<file path="src/rtl/tdm_frame_deinterleave_pkg.sv">
// Shared types and defaults for the TDM frame deinterleaver.
// Optional idle timeout is enabled with the TDM_TIMEOUT_EN macro.
package tdm_pkg;

    typedef enum logic {
        HUNT,
        COLLECT
    } state_t;

    localparam int DEF_DATA_W = 16;
    localparam int DEF_NUM_CH = 4;

    function automatic int ch_width(input int n);
        return (n > 1) ? $clog2(n) : 1;
    endfunction

endpackage

</file>
<file path="src/rtl/tdm_frame_deinterleave_if.sv">
// Sample-in / frame-out bundle of the TDM frame deinterleaver.
// master drives the beat stream, slave is the deinterleaver.
interface tdm_frame_deinterleave_if
    import tdm_pkg::*;
#(
    parameter int DATA_W = DEF_DATA_W,
    parameter int NUM_CH = DEF_NUM_CH
);

    logic                     In_Valid;
    logic                     In_Sof;
    logic [DATA_W-1:0]        In_Data;
    logic [NUM_CH*DATA_W-1:0] Out_Data;
    logic                     Out_Frame_Valid;
    logic                     Sync_Err;
    logic                     Locked;

    modport master (
        output In_Valid, In_Sof, In_Data,
        input  Out_Data, Out_Frame_Valid, Sync_Err, Locked
    );

    modport slave (
        input  In_Valid, In_Sof, In_Data,
        output Out_Data, Out_Frame_Valid, Sync_Err, Locked
    );

endinterface

</file>
<file path="src/rtl/tdm_frame_deinterleave.sv">
// Gathers NUM_CH TDM slots into a shadow frame and commits it atomically.
// Define TDM_TIMEOUT_EN to drop a frame after TIMEOUT_CYC idle cycles.
module tdm_frame_deinterleave
    import tdm_pkg::*;
#(
    parameter int DATA_W = DEF_DATA_W,
    parameter int NUM_CH = DEF_NUM_CH,
    parameter int CH_W   = ch_width(NUM_CH)
`ifdef TDM_TIMEOUT_EN
    ,
    parameter int TIMEOUT_CYC = 16
`endif
) (
    input logic                     Ex_Clock,
    input logic                     Ex_Rst_n,
    tdm_frame_deinterleave_if.slave tdm
);

    localparam logic [CH_W-1:0] LAST = CH_W'(NUM_CH - 1);

    state_t                   state;
    state_t                   state_n;
    logic [CH_W-1:0]          count;
    logic [CH_W-1:0]          count_n;
    logic                     shadow_we;
    logic [CH_W-1:0]          shadow_idx;
    logic                     commit;
    logic                     err;
    logic                     expire;
    logic [DATA_W-1:0]        shadow [NUM_CH];
    logic [NUM_CH*DATA_W-1:0] data_q;
    logic                     fv_q;
    logic                     err_q;
    logic                     lock_q;

    logic sof;
    assign sof = tdm.In_Sof;

`ifdef TDM_TIMEOUT_EN
    localparam int IDLE_W = $clog2(TIMEOUT_CYC + 1);

    logic [IDLE_W-1:0] idle;

    // A beat in the expiring cycle wins because expire requires In_Valid=0.
    assign expire = (state == COLLECT) && !tdm.In_Valid
                    && (idle == IDLE_W'(TIMEOUT_CYC - 1));

    always_ff @(posedge Ex_Clock or negedge Ex_Rst_n) begin
        if (!Ex_Rst_n) begin
            idle <= '0;
        end else if (tdm.In_Valid || state != COLLECT || expire) begin
            idle <= '0;
        end else begin
            idle <= idle + 1'b1;
        end
    end
`else
    assign expire = 1'b0;
`endif

    always_ff @(posedge Ex_Clock or negedge Ex_Rst_n) begin
        if (!Ex_Rst_n) begin
            state <= HUNT;
        end else begin
            state <= state_n;
        end
    end

    always_comb begin
        state_n    = state;
        count_n    = count;
        shadow_we  = 1'b0;
        shadow_idx = '0;
        commit     = 1'b0;
        err        = 1'b0;
        if (tdm.In_Valid) begin
            unique case (state)
                HUNT: begin
                    if (sof) begin
                        shadow_we = 1'b1;
                        count_n   = CH_W'(1);
                        state_n   = COLLECT;
                    end
                end
                COLLECT: begin
                    unique case (1'b1)
                        sof && count == '0: begin
                            shadow_we = 1'b1;
                            count_n   = CH_W'(1);
                        end
                        sof && count != '0: begin
                            err       = 1'b1;
                            shadow_we = 1'b1;
                            count_n   = CH_W'(1);
                        end
                        !sof && count == '0: begin
                            err     = 1'b1;
                            count_n = '0;
                            state_n = HUNT;
                        end
                        !sof && count == LAST: begin
                            commit  = 1'b1;
                            count_n = '0;
                        end
                        default: begin
                            shadow_we  = 1'b1;
                            shadow_idx = count;
                            count_n    = count + 1'b1;
                        end
                    endcase
                end
                default: state_n = HUNT;
            endcase
        end else if (expire) begin
            err     = 1'b1;
            count_n = '0;
            state_n = HUNT;
        end
    end

    always_ff @(posedge Ex_Clock or negedge Ex_Rst_n) begin
        if (!Ex_Rst_n) begin
            count  <= '0;
            data_q <= '0;
            fv_q   <= 1'b0;
            err_q  <= 1'b0;
            lock_q <= 1'b0;
            for (int k = 0; k < NUM_CH; k++) begin
                shadow[k] <= '0;
            end
        end else begin
            count <= count_n;
            fv_q  <= commit;
            err_q <= err;
            if (shadow_we) begin
                shadow[shadow_idx] <= tdm.In_Data;
            end
            // Last slot bypasses the shadow so the frame lands in one edge.
            if (commit) begin
                for (int k = 0; k < NUM_CH - 1; k++) begin
                    data_q[k*DATA_W +: DATA_W] <= shadow[k];
                end
                data_q[(NUM_CH-1)*DATA_W +: DATA_W] <= tdm.In_Data;
            end
            if (err) begin
                lock_q <= 1'b0;
            end else if (commit) begin
                lock_q <= 1'b1;
            end
        end
    end

    assign tdm.Out_Data        = data_q;
    assign tdm.Out_Frame_Valid = fv_q;
    assign tdm.Sync_Err        = err_q;
    assign tdm.Locked          = lock_q;

endmodule

</file>
<file path="src/flat_wrapper.sv">
// flat-port wrapper written by rule: the top's interface ports become plain ports
module tdm_frame_deinterleave_flat import tdm_pkg::*;
#(
    parameter int DATA_W = DEF_DATA_W,
    parameter int NUM_CH = DEF_NUM_CH,
    parameter int CH_W   = ch_width(NUM_CH)

)
  (Ex_Clock, Ex_Rst_n, tdm_In_Valid, tdm_In_Sof, tdm_In_Data, tdm_Out_Data, tdm_Out_Frame_Valid, tdm_Sync_Err, tdm_Locked);
  tdm_frame_deinterleave_if #(.DATA_W(DATA_W), .NUM_CH(NUM_CH)) tdm_i ();
  input logic Ex_Clock;
  input logic Ex_Rst_n;
  input wire logic [$bits(tdm_i.In_Valid)-1:0] tdm_In_Valid;
  input wire logic [$bits(tdm_i.In_Sof)-1:0] tdm_In_Sof;
  input wire logic [$bits(tdm_i.In_Data)-1:0] tdm_In_Data;
  output wire logic [$bits(tdm_i.Out_Data)-1:0] tdm_Out_Data;
  output wire logic [$bits(tdm_i.Out_Frame_Valid)-1:0] tdm_Out_Frame_Valid;
  output wire logic [$bits(tdm_i.Sync_Err)-1:0] tdm_Sync_Err;
  output wire logic [$bits(tdm_i.Locked)-1:0] tdm_Locked;
  assign tdm_i.In_Valid = tdm_In_Valid;
  assign tdm_i.In_Sof = tdm_In_Sof;
  assign tdm_i.In_Data = tdm_In_Data;
  assign tdm_Out_Data = tdm_i.Out_Data;
  assign tdm_Out_Frame_Valid = tdm_i.Out_Frame_Valid;
  assign tdm_Sync_Err = tdm_i.Sync_Err;
  assign tdm_Locked = tdm_i.Locked;
  tdm_frame_deinterleave #(.DATA_W(DATA_W), .NUM_CH(NUM_CH), .CH_W(CH_W)) u_core (.Ex_Clock(Ex_Clock), .Ex_Rst_n(Ex_Rst_n), .tdm(tdm_i));
endmodule
</file>
<file path="config.mk">
export PLATFORM = sky130hd
export DESIGN_NAME = tdm_frame_deinterleave_flat
export DESIGN_NICKNAME = d
export VERILOG_FILES = /design/src/rtl/tdm_frame_deinterleave_pkg.sv /design/src/rtl/tdm_frame_deinterleave_if.sv /design/src/rtl/tdm_frame_deinterleave.sv /design/src/flat_wrapper.sv
export SDC_FILE = /design/constraint.sdc
export NUM_CORES = 1
export LEC_CHECK = 0
export CAP_MARGIN = 5
export CORE_MARGIN = 1.5
export CORE_UTILIZATION = 54
export CTS_BUF_LIST = sky130_fd_sc_hd__clkbuf_8
export DETAILED_ROUTE_END_ITERATION = 8
export PLACE_DENSITY = 0.82
export SYNTH_ARGS = -nofsm -noshare
export SYNTH_HDL_FRONTEND = slang
export SYNTH_SLANG_ARGS = --single-unit
</file>
<file path="constraint.sdc">
create_clock -name Ex_Clock -period 3.6 [get_ports Ex_Clock]
set_input_delay 0.36 -clock Ex_Clock [delete_from_list [all_inputs] [get_ports Ex_Clock]]
set_output_delay 0.36 -clock Ex_Clock [all_outputs]
set_load 0.005 [all_outputs]
</file>
---- After elaboration in Yosys (flattened, before gate mapping) ----
Cells that the tools add are included.
word-level totals
  bits in registers ....................... 134
  word-level logic and storage cells ...... 54
operators by class
  add/sub/neg operators ................... 1
  order comparisons ....................... 2
  equality and inequality tests ........... 2
  muxes and demuxes ....................... 23
  bitwise logic cells ..................... 2
  reductions and logical operators ........ 14
operators by type and width
  cell                                                number
  bitwise mux 64 bit                                  1
  demux 16 bit (select 2 bit)                         1
  2-to-1 mux 16 bit                                   1
  2-to-1 mux 1 bit                                    12
  2-to-1 mux 2 bit                                    4
  case mux 2 bit (2 select lines)                     2
  OR reduction 2 bit                                  3
  logical AND 1 bit                                   5
  case mux 1 bit (2 select lines)                     2
  nonzero test 2 bit                                  2
  OR reduction 4 bit                                  1
  >= comparator 3 bit, second input constant          1
  < comparator 3 x 1 -> 1 bit, second input constant  1
  NOT 2 -> 3 bit                                      1
  adder 2 x 1 -> 2 bit, second input constant         1
  equality test 2 bit, second input constant          1
  zero test 2 bit                                     1
  inequality test 2 bit, second input constant        1
  AND reduction 2 bit                                 1
  zero test 1 bit                                     1
  NOT 1 bit                                           1

---- Logic depth before layout (Yosys ltp) ----
Gate-level depths: netlist (run 1).
  depth in word-level cells ............... 12
  gate-level depth with buffers ........... 11
  gate-level depth less buffers ........... 8

---- Least setup slack after synthesis (run 1) ----
Ideal clock, no wire load.
  kind .................................... register to register
  start point ............................. register u_core.count[0]
  end point ............................... register u_core.shadow[53] (netlist name)
  arrival ................................. 2.395 ns
  data required time ...................... 3.475 ns
  path slack .............................. 1.080 ns
  cell stages (with the launch flop) ...... 12
  buffers on the path ..................... 3
  cells stage by stage .................... dfrtp_1 > inv_1 > ha_1 > inv_1 > ha_1 > nand4bb_1 > or3_1 > buf_6 > o2111a_1 > buf_6 > buf_12 > mux2_4
between the ends
  word-level cells in the longest chain between the ends .. 12
  elaborated cells between the ends (all ways) .. 22
ends and longest elaborated chain
  what                                                                                      RTL line                       source
  start, declared                                                                           tdm_frame_deinterleave.sv:23   logic [CH_W-1:0] count;
  start signal, assigned                                                                    tdm_frame_deinterleave.sv:132  count <= count_n;
  equality test 2 bit (tied with other cells)                                               tdm_frame_deinterleave.sv:101  !sof && count == LAST: begin
  logical AND 1 bit (on tied branches)                                                      --
  OR reduction 4 bit (no source line)                                                       --
  2-to-1 mux 2 bit                                                                          tdm_frame_deinterleave.sv:86   unique case (1'b1)
  2-to-1 mux 2 bit                                                                          tdm_frame_deinterleave.sv:77   unique case (state)
  2-to-1 mux 2 bit                                                                          tdm_frame_deinterleave.sv:76   if (tdm.In_Valid) begin
  NOT 2 -> 3 bit (implied by the code)                                                      tdm_frame_deinterleave.sv:136  shadow[shadow_idx] <= tdm.In_Data;
  >= comparator 3 bit (implied by the code) or < comparator 3 x 1 -> 1 bit (tied branches)  tdm_frame_deinterleave.sv:136
  logical AND 1 bit (implied by the code)                                                   tdm_frame_deinterleave.sv:136
  2-to-1 mux 16 bit (implied by the code)                                                   tdm_frame_deinterleave.sv:136
  demux 16 bit (select 2 bit)                                                               tdm_frame_deinterleave.sv:136
  bitwise mux 64 bit                                                                        tdm_frame_deinterleave.sv:136
  end signal, assigned by index                                                             tdm_frame_deinterleave.sv:136
  end, declared                                                                             tdm_frame_deinterleave.sv:30   logic [DATA_W-1:0] shadow [NUM_CH];
Several ways; a longest one is shown, not always the timed one.
A chain may end at the register's enable or synchronous reset.

---- Worst setup path in the final report (run 1) ----
  start point ............................. register u_core.count[0]
  end point ............................... register u_core.shadow[48] (netlist name)
The elaborated chain is that of the path after synthesis.

==> impl_metrics.env, run 1 <==
export IMPL_outcome="completed"
export IMPL_syn_inst=410
export IMPL_layout_common_cells="nand2_1, dfrtp_1, clkdlybuf4s50_1"
export IMPL_viasPerCell=5.13
export IMPL_drtIter0Drc=191
export IMPL_ir_drop_v=0.000465
export IMPL_endpoint_kind="register"
export IMPL_slowest_delay_ns=0.92
export IMPL_r2r_end="u_core.shadow[48]$_DFFE_PN0P_"
export IMPL_gp_congestion=0.836
export IMPL_n_fill_cell=587
export IMPL_start_util_pct=56.0
export IMPL_slowest_stage="o2111a_1"
export IMPL_fp_coreArea_sq_um=8220
export IMPL_yosys_area_top_type_share_pct=64.2
export IMPL_max_freq_ghz=0.330
export IMPL_rsz0062_at_grt="false"
export IMPL_r2r_start="u_core.count[0]$_DFFE_PN0P_"
export IMPL_fin_tns_setup_ns=0
export IMPL_drt_pass1_iterations=4
export IMPL_root_buffer="clkbuf_8"
export IMPL_maxCapViolations=0
export IMPL_p_per_area_nw_per_um2=893
export IMPL_multi_input_area_sq_um=1510
export IMPL_synth_top_area_cell="dfrtp_1"
export IMPL_rows=33
export IMPL_met1_length_microns=4270
export IMPL_finClkSkew_ns=0.00781
export IMPL_path_cells="inv_1 -> ha_1 -> inv_1 -> ha_1 -> nand4bb_1 -> or3_1 -> o2111a_1 -> mux2_2"
export IMPL_ios=87
export IMPL_hold_path_class="input pin to async pin"
export IMPL_regArea_sq_um=2950
export IMPL_path_class="register to register"
export IMPL_cp_required_ns=3.90
export IMPL_reg2reg_depth=8
export IMPL_ys_seq_area_share_pct=64.2
export IMPL_slew_headroom_pct=25.4
export IMPL_num_antenna_cells=0
export IMPL_start_kind="register"
export IMPL_worst_ep_arrival_time_ns=3.33
export IMPL_synth_area_sq_um=4600
export IMPL_place_hpwl_microns=5810
export IMPL_routed_top_layer="met4"
export IMPL_postCtsSetupRepairBufs=0
export IMPL_r2r_slack_ns=0.57
export IMPL_ys_seq_elements=118
export IMPL_grt_pass1_wl_microns=16200
export IMPL_drv_slew=0
export IMPL_ctsLongestPathBuffers=2
export IMPL_final_antenna_net_count=0
export IMPL_syn_to_final_growth_pct=29.4
export IMPL_antenna_found_initial=0
export IMPL_worst_pin_slew_ns=1.12
export IMPL_wl_per_cell_microns=15.6
export IMPL_cts_resized=0
export IMPL_die_h_microns=95.3
export IMPL_ys_types=25
export IMPL_syn_nets=435
export IMPL_finalHoldViolCount=0
export IMPL_grt_max_degree=86
export IMPL_grt_usage_pct=24.1
export IMPL_dp_cells=586
export IMPL_ctsHoldBuffers=0
export IMPL_die_area_sq_um=9080
export IMPL_drc=0
export IMPL_clk_latency_ns=0.42
export IMPL_grt_pass1_vias=3289
export IMPL_avgSynthCellArea_sq_um=11.2
export IMPL_p_leak_nw=2.94
export IMPL_wl_microns=9620
export IMPL_cts_tree="yes"
export IMPL_finalNonFillerCells=618
export IMPL_cts_inserted_buffers=17
export IMPL_period_minus_slack_ns=3.03
export IMPL_min_period_over_period_pct=84.2
export IMPL_yosysWarnings=0
export IMPL_vias=3171
export IMPL_crit_path_max_fanout=16
export IMPL_cts_sinks=118
export IMPL_grt_overflow_total=0
export IMPL_finalSetupViolCount=0
export IMPL_synth_area_leaders="dfrtp_1, nand2_1, mux2_2"
export IMPL_layout_nets=525
export IMPL_die_w_microns=95.3
export IMPL_htree_num_levels=4
export IMPL_drive_gt1_share_pct=17.7
export IMPL_wl_met2_microns=4710
export IMPL_wl_met3_microns=398
export IMPL_final_common_cell="nand2_1"
export IMPL_clk_pin_slew_ns=0.07
export IMPL_port_buffers=86
## through the flow
step           power [mW]  hold WS, ns  area [sq um]  worst slack (ns)  utilization, %
5_1_grt              5.66        0.221          5960             0.460            72.5
6_report             5.32        0.120          5960             0.568            72.5
4_1_cts              5.36        0.155          5960             0.587            72.5
3_3_place_gp         3.92        0.445          5520             0.684            67.1
3_5_place_dp         4.01        0.452          5520             0.573            67.1
2_1_floorplan        3.11       0.0644          4600              1.08               -
## worst max-delay path, delay by kind of cell (launching register included)
| kind | cells | cell delay (ns) |
|---|---|---|
| AOI/OAI and AO/OA | 1 | 0.92 |
| DFF | 1 | 0.52 |
| and+or+nand+nor | 2 | 0.45 |
| muxes | 1 | 0.42 |
| adders and majority gates | 2 | 0.39 |
| buffers and inverters | 2 | 0.21 |
## where the power goes
group          internal, mW  switching, mW  leakage (nW)
Combinational          1.05          0.648          1.23
Sequential             1.94          0.367          1.48
Clock                 0.788          0.531         0.219
## final cells by class
class / count / area share (%)
sequential: 118 / 49.6
multi-input combinational: 264 / 25.3
timing repair buffer: 91 / 15.0
clock buffer: 19 / 4.39
clock inverter: 13 / 3.00
tap: 105 / 2.21
inverter: 8 / 0.504
## how the worst max path moves through the flow
stage                                     to  slack (ns)                   startpoint  depth (start not counted)
3_5_place_dp   u_core.shadow[58]$_DFFE_PN0P_        0.57                   tdm_In_Sof                          6
3_3_place_gp   u_core.shadow[62]$_DFFE_PN0P_        0.68                   tdm_In_Sof                          6
2_1_floorplan  u_core.shadow[53]$_DFFE_PN0P_        1.08  u_core.count[0]$_DFFE_PN0P_                         11
5_1_grt        u_core.shadow[63]$_DFFE_PN0P_        0.46  u_core.count[0]$_DFFE_PN0P_                          8
4_1_cts        u_core.shadow[54]$_DFFE_PN0P_        0.59  u_core.count[0]$_DFFE_PN0P_                          8
6_report       u_core.shadow[48]$_DFFE_PN0P_        0.57  u_core.count[0]$_DFFE_PN0P_                          8
## cells by family (layout without fill, tap and decap cells)
kind of cell               count (synthesis)  count (layout)  share of synthesized area [%]
buffers and inverters                     28             131                           3.21
muxes                                     48              48                           12.6
adders and majority gates                  5               5                           1.36
and+or+nand+nor                          203             203                           17.5
AOI/OAI and AO/OA                          8               8                           1.22
DFF                                      118             118                           64.2
## flip-flops by register name, summed over array words and instances, names as in the netlist
name	cells
u_core.tdm.Sync_Err	1
u_core.tdm.Out_Frame_Valid	1
u_core.tdm.Locked	1
u_core.shadow	48
u_core.tdm.Out_Data	64
u_core.state	1
u_core.count	2
## synthesized netlist by cell type
cell type  instances
o21a_1             1
a31oi_1            1
o22ai_1            1
mux2_2            38
dfrtp_1          118
nand3_1            1
buf_4              3
nor3_1             1
buf_6              2
nor2_1             2
or3_1              1
clkbuf_1           9
o2111a_1           1
nand4bb_1          1
buf_12             1
inv_1              8
nor2b_2            1
ha_1               5
nor3_4             2
mux2_4            10
a21oi_1            2
buf_1              5
o22a_2             1
o21ai_0            1
nand2_1          194
## layer usage
layer	global-route usage [%]	up-vias
met5	0	-
met4	11.8	0
met3	6.54	22
met2	36.5	87
met1	32.1	1584
li1	-	1478
No activity file was read; power rests on OpenSTA's default activity.
==> run 2: changes to the inputs <==
Settings changed: CORE_UTILIZATION 54 to 48, PLACE_DENSITY 0.82 to 0.77.
Clock period 3.6 ns to 2.7 ns, I/O delays scaled along.
==> run 2 against run 1 <==
- hold slack gained 0.30 ns
- count of clock-buffer cells in the layout shrank 2
- core utilization shrank 7.1 points
- global-route usage shrank 3.6 points
- largest cell class unchanged
==> impl_metrics.env, run 2 (synthesis results as in run 1) <==
export IMPL_outcome="completed"
export IMPL_start_util_pct=49.6
export IMPL_start_kind="register"
export IMPL_largest_register_ffs=64
export IMPL_rows=35
export IMPL_rsz0062_at_grt="false"
export IMPL_postCtsSetupRepairBufs=0
export IMPL_period_minus_slack_ns=2.56
export IMPL_antenna_found_initial=0
export IMPL_ir_drop_v=0.000577
export IMPL_finalNonFillerCells=648
export IMPL_die_h_microns=101
export IMPL_wl_microns=9420
export IMPL_endpoint_kind="register"
export IMPL_fp_coreArea_sq_um=9280
export IMPL_die_w_microns=101
export IMPL_p_leak_nw=2.97
export IMPL_vias=3132
export IMPL_die_area_sq_um=10200
export IMPL_path_cells="inv_1 -> ha_1 -> inv_1 -> ha_1 -> nand4bb_1 -> or3_4 -> o2111a_1 -> buf_12 -> mux2_4"
export IMPL_worst_ep_arrival_time_ns=2.86
export IMPL_slowest_stage="dfrtp_1"
export IMPL_fin_tns_setup_ns=0
export IMPL_htree_num_levels=4
export IMPL_r2r_start="u_core.count[1]$_DFFE_PN0P_"
export IMPL_max_freq_ghz=0.390
export IMPL_maxCapViolations=0
export IMPL_wl_per_cell_microns=14.5
export IMPL_dp_cells=615
export IMPL_place_hpwl_microns=6170
export IMPL_grt_pass1_vias=3245
export IMPL_slowest_delay_ns=0.44
export IMPL_viasPerCell=4.83
export IMPL_cp_endpoint="u_core.shadow[56]$_DFFE_PN0P_"
export IMPL_finalHoldViolCount=0
export IMPL_drtIter0Drc=138
export IMPL_drc=0
export IMPL_clkPwrFrac_pct=23.9
export IMPL_final_antenna_net_count=0
export IMPL_grt_max_degree=66
export IMPL_r2r_end="u_core.shadow[56]$_DFFE_PN0P_"
export IMPL_pre_cts_ws_ns=0.0683
export IMPL_min_period_over_period_pct=94.9
export IMPL_power_frac_seq_pct=43.2
export IMPL_n_fill_cell=721
export IMPL_port_buffers=86
export IMPL_regArea_sq_um=2950
export IMPL_p_int_mw=5.03
export IMPL_drive_gt1_share_pct=18.5
export IMPL_grt_usage_pct=20.5
export IMPL_root_buffer="clkbuf_8"
export IMPL_layout_nets=531
export IMPL_finalSetupViolCount=0
export IMPL_ctsLongestPathBuffers=2
export IMPL_drv_slew=0
export IMPL_cts_inserted_buffers=17
export IMPL_final_common_cell="nand2_1"
export IMPL_worst_pin_slew_ns=0.700
export IMPL_power_frac_comb_pct=32.9
export IMPL_cp_required_ns=3.00
export IMPL_fin_ws_ns=0.138
export IMPL_syn_to_final_growth_pct=31.9
export IMPL_cts_tree="yes"
export IMPL_layout_common_cells="nand2_1, dfrtp_1, clkdlybuf4s50_1"
export IMPL_placed_area_sq_um=5630
export IMPL_swShare_pct=28.8
export IMPL_num_antenna_cells=0
export IMPL_ios=87
export IMPL_switching_power_mw=2.04
export IMPL_hold_path_class="input pin to async pin"
export IMPL_grt_overflow_total=0
export IMPL_r2r_slack_ns=0.14
export IMPL_crit_path_max_fanout=16
export IMPL_finClkSkew_ns=0.00865
export IMPL_path_class="register to register"
export IMPL_slew_headroom_pct=53.3
export IMPL_grt_pass1_wl_microns=15900
export IMPL_cts_sinks=118
export IMPL_drt_pass1_iterations=4
export IMPL_gp_congestion=0.914
export IMPL_clk_latency_ns=0.42
export IMPL_reg2reg_depth=9
export IMPL_multi_input_area_sq_um=1510
export IMPL_clk_pin_slew_ns=0.07
export IMPL_crit_start="u_core.count[1]$_DFFE_PN0P_"
export IMPL_design_area_sq_um=6070
export IMPL_p_per_area_nw_per_um2=1160
## run 2: changes by cell type in the layout (fill, tap and decap cells not counted)
cell,before,now
buf_12,0,4
buf_4,6,7
clkbuf_8,19,17
clkinvlp_4,3,5
dlygate4sd3_1,0,1
inv_1,8,9
inv_6,1,0
or3_1,1,0
or3_4,0,1
## run 2: per-stage QoR
stage | total power, mW | hold slack, ns | util (%)
detailed placement | 5.42 | 0.357 | 60.7
global route | 7.54 | 0.486 | 65.4
CTS | 7.14 | 0.441 | 65.4
finish | 7.07 | 0.422 | 65.4
global placement | 5.30 | 0.345 | 60.7
floorplan | 4.14 | -0.0256 | -
## run 2: power groups by stage
| stage | Combinational, mW | Sequential, mW | Clock (mW) |
|---|---|---|---|
| after floorplan | 1.13 | 3.02 | 0 |
| after global routing | 2.57 | 3.16 | 1.81 |
| final | 2.33 | 3.05 | 1.69 |
| after CTS | 2.36 | 3.06 | 1.72 |
| after global placement | 2.26 | 3.04 | 0 |
| after detailed placement | 2.34 | 3.07 | 0 |
## run 2: how the worst min path moves through the flow
stage | end | slack (ns) | cells after the start
detailed placement | u_core.tdm.Out_Data[58]$_DFFE_PN0P_ | 0.36 | 1
floorplan | u_core.count[0]$_DFFE_PN0P_ | -0.03 | 0
global route | u_core.tdm.Out_Data[58]$_DFFE_PN0P_ | 0.49 | 2
global placement | u_core.tdm.Out_Data[58]$_DFFE_PN0P_ | 0.35 | 1
finish | u_core.tdm.Out_Data[58]$_DFFE_PN0P_ | 0.42 | 2
CTS | u_core.tdm.Out_Data[58]$_DFFE_PN0P_ | 0.44 | 2
## run 2: area by class of cell
class | instances | share of cell area, %
multi-input combinational | 264 | 24.9
clock inverter | 15 | 3.11
inverter | 8 | 0.495
sequential | 118 | 48.6
clock buffer | 17 | 3.85
timing repair buffer | 97 | 16.4
tap | 129 | 2.66
## run 2: worst max-delay path: cells and delay by family, from the launching register on
kind | cells | cell delay [ns]
compound gates | 1 | 0.30
flops | 1 | 0.44
mux | 1 | 0.30
simple gates | 2 | 0.62
buf+inv | 3 | 0.39
fa+ha+maj | 2 | 0.39
## run 2: metal layers
metal | vias to the layer above | global-route usage [%] | routed length (microns)
met5 | - | 0 | 0
met4 | 0 | 7.37 | 158
met3 | 12 | 4.85 | 331
met2 | 75 | 33.4 | 4700
met1 | 1553 | 26.9 | 4230
li1 | 1492 | - | -
## run 2: timing repair
item / CTS / global route
hold buffers: 1 / 0
hold endpoints to repair: 52 / 0
gates resized for setup: 0 / 1
setup endpoints to repair: 0 / 38
